**src/rtl/ras_pkg.sv**
```systemverilog
// rtl/ras_pkg.sv - shared constants and byte-select helpers for the return-address stack
package ras_pkg;

  localparam int AW_DEF = 16;
  localparam int BW_DEF = 8;

  // Sender FSM encoding
  localparam logic [1:0] IDLE    = 2'b00;
  localparam logic [1:0] SEND_LO = 2'b01;
  localparam logic [1:0] SEND_HI = 2'b10;

  // Low byte of a 16-bit address (sent first, with the load strobe)
  function automatic logic [BW_DEF-1:0] lo_byte(input logic [AW_DEF-1:0] a);
    return a[BW_DEF-1:0];
  endfunction

  // High byte of a 16-bit address (sent second)
  function automatic logic [BW_DEF-1:0] hi_byte(input logic [AW_DEF-1:0] a);
    return a[AW_DEF-1:BW_DEF];
  endfunction

endpackage

```
**src/rtl/addr_byte_sender.sv**
```systemverilog
// rtl/addr_byte_sender.sv - sends a 16-bit address onto a byte bus, low byte first with LD strobe
module addr_byte_sender
  import ras_pkg::*;
#(
  parameter int AW = AW_DEF,
  parameter int BW = BW_DEF
) (
  input  logic          clk,
  input  logic          rst,
  input  logic          start,
  input  logic [AW-1:0] addr,
  output logic [BW-1:0] bus_out,
  output logic          bus_oe,
  output logic          ld_out,
  output logic          busy
);

  logic [1:0]    state;
  logic [AW-1:0] hold;

  assign busy = (state != IDLE);

  // FSM and registered bus outputs; the first byte is registered on the start edge
  // so it appears in the cycle right after start. The holding register is rotated
  // by one byte as the high byte goes out, which keeps every bit of it live.
  always_ff @(posedge clk) begin
    if (rst) begin
      state   <= IDLE;
      hold    <= '0;
      bus_out <= '0;
      bus_oe  <= 1'b0;
      ld_out  <= 1'b0;
    end else begin
      case (state)
        IDLE: begin
          bus_out <= '0;
          bus_oe  <= 1'b0;
          ld_out  <= 1'b0;
          if (start) begin
            hold    <= addr;
            state   <= SEND_LO;
            bus_out <= lo_byte(addr);
            bus_oe  <= 1'b1;
            ld_out  <= 1'b1;
          end
        end
        SEND_LO: begin
          state   <= SEND_HI;
          hold    <= {lo_byte(hold), hi_byte(hold)};
          bus_out <= hi_byte(hold);
          bus_oe  <= 1'b1;
          ld_out  <= 1'b0;
        end
        default: begin
          state   <= IDLE;
          bus_out <= '0;
          bus_oe  <= 1'b0;
          ld_out  <= 1'b0;
        end
      endcase
    end
  end

endmodule

```
**src/rtl/return_addr_stack.sv**
```systemverilog
// rtl/return_addr_stack.sv - CALL/RET return-address stack replaying entries onto the PC byte bus
module return_addr_stack
  import ras_pkg::*;
#(
  parameter int DEPTH = 8,
  parameter int AW    = AW_DEF,
  parameter int BW    = BW_DEF
) (
  input  logic          clk,
  input  logic          rst,
  input  logic          Push,
  input  logic          Pop,
  input  logic [AW-1:0] PCin,
  output logic [BW-1:0] BusOut,
  output logic          BusOE,
  output logic          LDout,
  output logic          Busy,
  output logic          Full,
  output logic          Empty,
  output logic          Err
);

  localparam int AIW = $clog2(DEPTH);
  localparam int SPW = AIW + 1;

  logic [AW-1:0]  mem [DEPTH];
  logic [SPW-1:0] sp;
  logic [AIW-1:0] rd_idx;
  logic [AIW-1:0] wr_idx;
  logic           pop_ok;
  logic           push_ok;

  assign Empty  = (sp == '0);
  assign Full   = (sp == SPW'(DEPTH));
  assign rd_idx = AIW'(sp - SPW'(1));

  // A pop needs an idle sender and a non-empty stack; a push needs room,
  // which a same-cycle pop provides by freeing the top slot.
  assign pop_ok  = Pop && !Empty && !Busy;
  assign push_ok = Push && (!Full || pop_ok);
  assign wr_idx  = pop_ok ? rd_idx : sp[AIW-1:0];

  // Stack storage; contents are not reset
  always_ff @(posedge clk) begin
    if (push_ok) begin
      mem[wr_idx] <= PCin;
    end
  end

  // Stack pointer and sticky error flag
  always_ff @(posedge clk) begin
    if (rst) begin
      sp  <= '0;
      Err <= 1'b0;
    end else begin
      case ({push_ok, pop_ok})
        2'b10:   sp <= sp + SPW'(1);
        2'b01:   sp <= sp - SPW'(1);
        default: sp <= sp;
      endcase
      if ((Push && !push_ok) || (Pop && !pop_ok)) begin
        Err <= 1'b1;
      end
    end
  end

  addr_byte_sender #(
    .AW(AW),
    .BW(BW)
  ) u_sender (
    .clk    (clk),
    .rst    (rst),
    .start  (pop_ok),
    .addr   (mem[rd_idx]),
    .bus_out(BusOut),
    .bus_oe (BusOE),
    .ld_out (LDout),
    .busy   (Busy)
  );

endmodule
```
**config.mk**
```make
export PLATFORM = sky130hd
export DESIGN_NAME = return_addr_stack
export DESIGN_NICKNAME = d
export VERILOG_FILES = /design/src/rtl/ras_pkg.sv /design/src/rtl/addr_byte_sender.sv /design/src/rtl/return_addr_stack.sv
export SDC_FILE = /design/constraint.sdc
export NUM_CORES = 1
export LEC_CHECK = 0
export ABC_AREA = 1
export ABC_CLOCK_PERIOD_IN_PS = 3800
export CORE_MARGIN = 5
export CORE_UTILIZATION = 59
export DETAILED_ROUTE_END_ITERATION = 7
export PLACE_DENSITY = 0.79
export SLEW_MARGIN = 25
export SYNTH_ARGS = -nofsm -noshare
export SYNTH_HDL_FRONTEND = slang
export SYNTH_SLANG_ARGS = --single-unit
```
**constraint.sdc**
```tcl
create_clock -name clk -period 3.8 [get_ports clk]
set_input_delay 0.76 -clock clk [delete_from_list [all_inputs] [get_ports clk]]
set_output_delay 0.76 -clock clk [all_outputs]
set_load 0.01 [all_outputs]
```
* Yosys cells after proc, flatten, opt, wreduce, memory -nomap -nowiden
Memories as Yosys holds them, arrays and structs flattened.
Index checks and enable logic that the tools add are counted.
** Storage, ports and cells
- Word-level logic and storage cells :: 47
- Flip-flop bits (word level) :: 33
- Memory bits (writable) :: 128
- Memories kept :: 1
- Latch bits :: 0
- Bits of input ports :: 20
- Memory bits (read-only) :: 0
** Memories
- mem :: words 8, width 16, read ports 1, clocked after Yosys merged registers in 0, wr ports 1, RTL line return_addr_stack.sv:26 : logic [AW-1:0] mem [DEPTH];
** Operators by class
- Muxes and demuxes :: 12
- Div/mod/pow operators :: 0
- Equal/unequal tests :: 5
- Reductions and logical operators :: 19
- Shifts and indexed selects :: 0
- Bitwise operators :: 1
- Add/subtract/negate cells :: 2
- $lt $le $gt $ge :: 0
- $mul :: 0
** Operator list (number)
- $pmux W16 S2 :: 1
- $mux W16 :: 1
- $pmux W8 S2 :: 1
- $mux W8 :: 1
- $pmux W4 S2 :: 1
- $reduce_bool A2 Y1 :: 3
- $logic_and A1 B1 Y1 :: 5
- $logic_not A1 Y1 :: 5
- $add A4 B1 Y4 const B :: 1
- $eq A2 B1 Y1 const B :: 2
- $eq A4 B4 Y1 const B :: 1
- $logic_not A4 Y1 :: 1
- $pmux W2 S2 :: 1
- $sub A4 B1 Y4 const B :: 1
- $mux W1 :: 3
- $mux W3 :: 1
- $eq A2 B2 Y1 const B :: 1
- $logic_not A2 Y1 :: 1
- $logic_or A1 B1 Y1 :: 2
- $mux W2 :: 1
- $ne A2 B2 Y1 const B :: 1
- $pmux W1 S2 :: 1
- $reduce_and A2 Y1 :: 1
- $reduce_or A2 Y1 :: 1
- $not A1 Y1 :: 1

* Logic depth before layout (Yosys ltp)
- Word-level depth :: 9
- Gate-level depth with buffers :: 13
- Mapped depth without buffers :: 10

* Cells and area by module
Synthesis repeated with hierarchy kept, for this count alone.
** Unflattened totals
- Cells, all modules :: 683
- Area, all modules :: 6961.7 um^2
** Modules (own cells, without submodules)
- return_addr_stack :: cells an instance 489, instances 1, area an instance 5570.3 um^2
- addr_byte_sender :: cells an instance 194, instances 1, area an instance 1391.3 um^2

* Worst setup path after synthesis
No wires, ideal clock.
- Kind :: flip-flop to flip-flop
- From :: reg sp[0]
- To :: mem mem[3][0] (netlist bit), enable pin
- Stages on the path, launching flop included :: 13
- Buffers on the path :: 5
- Data arrival time :: 2.478 ns
- Slack :: 0.934 ns
- Clock period less this slack :: 2.866 ns
- Path through :: dfxtp_1 buf_2 inv_2 buf_2 buf_2 ha_1 buf_2 inv_2 buf_2 nor2_2 a21oi_2 nand2_1 nor2_1
** On the way
- Word-level cells in the longest chain between the ends :: 8
- Elaborated cells on any way between the ends :: 12
** Ends and longest elaborated chain
- start: declaration :: RTL line return_addr_stack.sv:27 : logic [SPW-1:0] sp;
- start signal: assignment :: RTL line return_addr_stack.sv:57 : 2'b10: sp <= sp + SPW'(1);
- start signal: assignment :: RTL line return_addr_stack.sv:58 : 2'b01: sp <= sp - SPW'(1);
- start signal: assignment :: RTL line return_addr_stack.sv:59 : default: sp <= sp;
- $logic_not A4 Y1 :: RTL line return_addr_stack.sv:33 : assign Empty = (sp == '0);
- $logic_not A1 Y1 :: RTL line return_addr_stack.sv:39 : assign pop_ok = Pop && !Empty && !Busy;
- $logic_and A1 B1 Y1 (2 in a row) :: RTL line return_addr_stack.sv:39
- $logic_or A1 B1 Y1 :: RTL line return_addr_stack.sv:40 : assign push_ok = Push && (!Full || pop_ok);
- $logic_and A1 B1 Y1 :: RTL line return_addr_stack.sv:40
- $mux W1 :: RTL line return_addr_stack.sv:45 : if (push_ok) begin
- $mux W1 (not written as such) :: RTL line return_addr_stack.sv:46 : mem[wr_idx] <= PCin;
- end: declaration :: RTL line return_addr_stack.sv:26
Parallel ways exist; a longest one is shown, timed or not.

* Worst setup path after layout
- From :: reg sp[1]
- To :: out Full
** On the way
- Word-level cells in the longest chain between the ends :: 1
** Ends and longest elaborated chain
- $eq A4 B4 Y1 :: RTL line return_addr_stack.sv:34 : assign Full = (sp == SPW'(DEPTH));
- end: declaration :: RTL line return_addr_stack.sv:18 : output logic Full,
Every way passes these cells.

==> run summary <==
sequential share of the synthesized area -> 68.72%
post-cts hold buffer count -> 0
CP startpoint -> sp[1]
highest routing layer actually used -> met4
Int Power -> 0.004023 W
commonest non-fill, non-tap cell in the layout -> nor2_1
die height -> 115.4 µm
number of global-route vias before repair -> 4,357
1st-iter DRT viols -> 547
flops & latches, synth -> 161
Net Sw Power -> 0.002681 W
Avg WL per Cell -> 18.57 µm
post-synth top area share -> 58.64%
Arr. time, crit path -> 2.49 ns
post-DP HPWL -> 9.063 mm
Syn Inst Count -> 593
layout cells sized above 1 -> 10.05%
nets@finish -> 646
crit path launch type -> flip-flop
Gate power share -> 40.0%
final hold viol count -> 0
Critical Path Sink Type -> output port
hold path start -> u_sender.hold[10]
Worst-path clk slew -> 0.06 ns
Final Cycle Share -> 85.56%
Leak -> 2.680 nW
RSZ-0062 raised after global routing -> false
Ports -> 34
metal3 WL -> 1.219 mm
gr usage total -> 23.19%
Root Driver -> clkbuf_8
Pwr Total -> 0.006704 W
chip width -> 115.4 µm
Worst path max stage delay -> 0.55 ns
worst setup path category -> reg2out
Core Region -> 0.01089 mm²
leading post-synthesis cells by cell area -> edfxtp_1 59%, dfxtp_1 10%, nor2_1 8.0%, o21ai_0 5.5%, nand3_1 4.4%
PwrDens -> 895.6 mW/mm²
final antenna-violating net count -> 0
minimum clock period -> 3.251 ns
Total Wirelength -> 14.43 mm
Synth warnings -> 0
M1 wire length -> 6.009 mm
Clock Path Buffers -> 2
crit-path cells -> inv_1, ha_1, inv_1, nor2_2, nand2_1, inv_2, clkdlybuf4s50_1
fin area -> 0.007485 mm²
CTS tree -> yes
port bufs -> 33
synthesized area per cell -> 11.05 µm²
Area after DPL -> 0.006974 mm²
cell mode on critical path -> inv_1
Via density -> 5.865
placer congestion estimate -> 0.8721
drt first pass iters -> 7
area delta synth->final -> 14.18%
post-synth cell types -> 30
worst hold path type -> reg2reg
CTS buffer count -> 17
Congestion Overflow GR -> 0
Data required, critical path -> 3.04 ns
syn_nets -> 615
Total Negative Setup Slacks -> 0 ns
max cap viols -> 0
largest net degree at the start of global routing -> 70
status -> finished clean
PostCTS Resize Cnt -> 0
FMAX -> 0.3076 GHz
mapped cell area -> 0.006555 mm²
first-pass GRT wire length -> 22.51 mm
actual slew at the worst max-slew pin -> 0.7256 ns
Max Slew Vio Count -> 0
Switching Share -> 39.99%
Die ar. -> 0.01332 mm²
DRC Markers -> 0
Worst R2R Start -> sp[1]
antenna violations before repair -> 0
Core Rows -> 38
final hold slack -> 0.4960 ns
met2 WL -> 6.913 mm
cell taking the most area after synthesis -> edfxtp_1
Worst slew margin -> 51.63%
critical path's slowest cell -> clkdlybuf4s50_1
Worst VDD drop -> 0.5939 mV
Setup Buffers After CTS -> 0
Finish-stage setup viols -> 0
clock sinks -> 161
Initial Utilization -> 60.20%
via count -> 4,557
later-pin clock latency in the skew report -> 0.54 ns
clock network power share -> 21.9%
ANT cells -> 0
Clock Skew -> 0.007224 ns
sequential share of power -> 38.1%
CTS H-tree depth -> 4
CP max FO -> 4
most frequent cells in the layout -> 139 x nor2_1, 128 x edfxtp_1, 72 x o21ai_0
[path summary, 6_finish.rpt]
path         cells past startpoint                  end  slack, ns
max                              7                 Full       0.55
min                              2  u_sender.bus_out[2]       0.50
max reg2reg                     10            mem[5][2]       1.18
min reg2reg                      2  u_sender.bus_out[2]       0.50
[cell type report]
cell class | instances | area [µm²]
Clock inverter | 13 | 88.84
Timing Repair Buffer | 44 | 412.9
Tap cell | 140 | 175.2
Fill cell | 773 | 3403
Clock buffer | 19 | 421.7
Inverter | 22 | 85.08
Sequential cell | 161 | 4506
Multi-Input combinational cell | 378 | 1795
[cell usage after synthesis (all sizes together)]
library cell	instances
nand3	62
o21ai	89
xor2	4
dfxtp	33
nand2b	1
a31oi	1
edfxtp	128
buf	19
a21oi	40
o21bai	1
inv	22
nand4	2
nor2	145
ha	2
clkbuf	13
nand2	31
[flip-flops by register name, indices dropped and copies added, names as in the netlist]
register,cells
u_sender.state,2
Err,1
u_sender.bus_oe,1
u_sender.ld_out,1
u_sender.bus_out,8
u_sender.hold,16
mem,128
sp,4
[worst max-delay path, delay by kind of cell, from the launching register on]
family	cells	cell delay (ns)
simple gates	2	0.37
buf+inv	4	0.94
fa+ha+maj	1	0.30
flops	1	0.35
[routing by layer]
layer | up-vias | global-route usage, %
met4 | 0 | 8.920
met5 | - | 0
met2 | 209 | 36.54
met3 | 27 | 6.684
li1 | 2139 | -
met1 | 2182 | 30.77
[through the flow]
stage	instances	util (%)	setup slack, ns
2_1_floorplan	593	-	0.9337
3_3_place_gp	745	64.05	0.9739
3_5_place_dp	745	64.05	0.8428
4_1_cts	777	68.74	0.5449
5_1_grt	777	68.74	0.4338
6_report	777	68.74	0.5488
[cells by family (layout without fill, tap and decap cells)]
logic type      after synthesis  in the layout  share of synthesized area (%)
simple gates                241            241                          16.19
flops                       161            161                          68.72
compound gates              131            131                          10.29
buf+inv                      54             98                          3.894
xor+xnor                      4              4                         0.5344
fa+ha+maj                     2              2                         0.3817
[power groups by stage]
| stage | Sequential [W] | Clock, W | Combinational [W] |
|---|---|---|---|
| floorplan | 0.00256 | 0 | 0.00188 |
| global placement | 0.00257 | 0 | 0.00256 |
| detailed placement | 0.00258 | 0 | 0.00263 |
| CTS | 0.00255 | 0.00148 | 0.00266 |
| global route | 0.00258 | 0.00158 | 0.00296 |
| finish | 0.00255 | 0.00147 | 0.00268 |
Note: power is estimated with default switching activity, not from simulation.
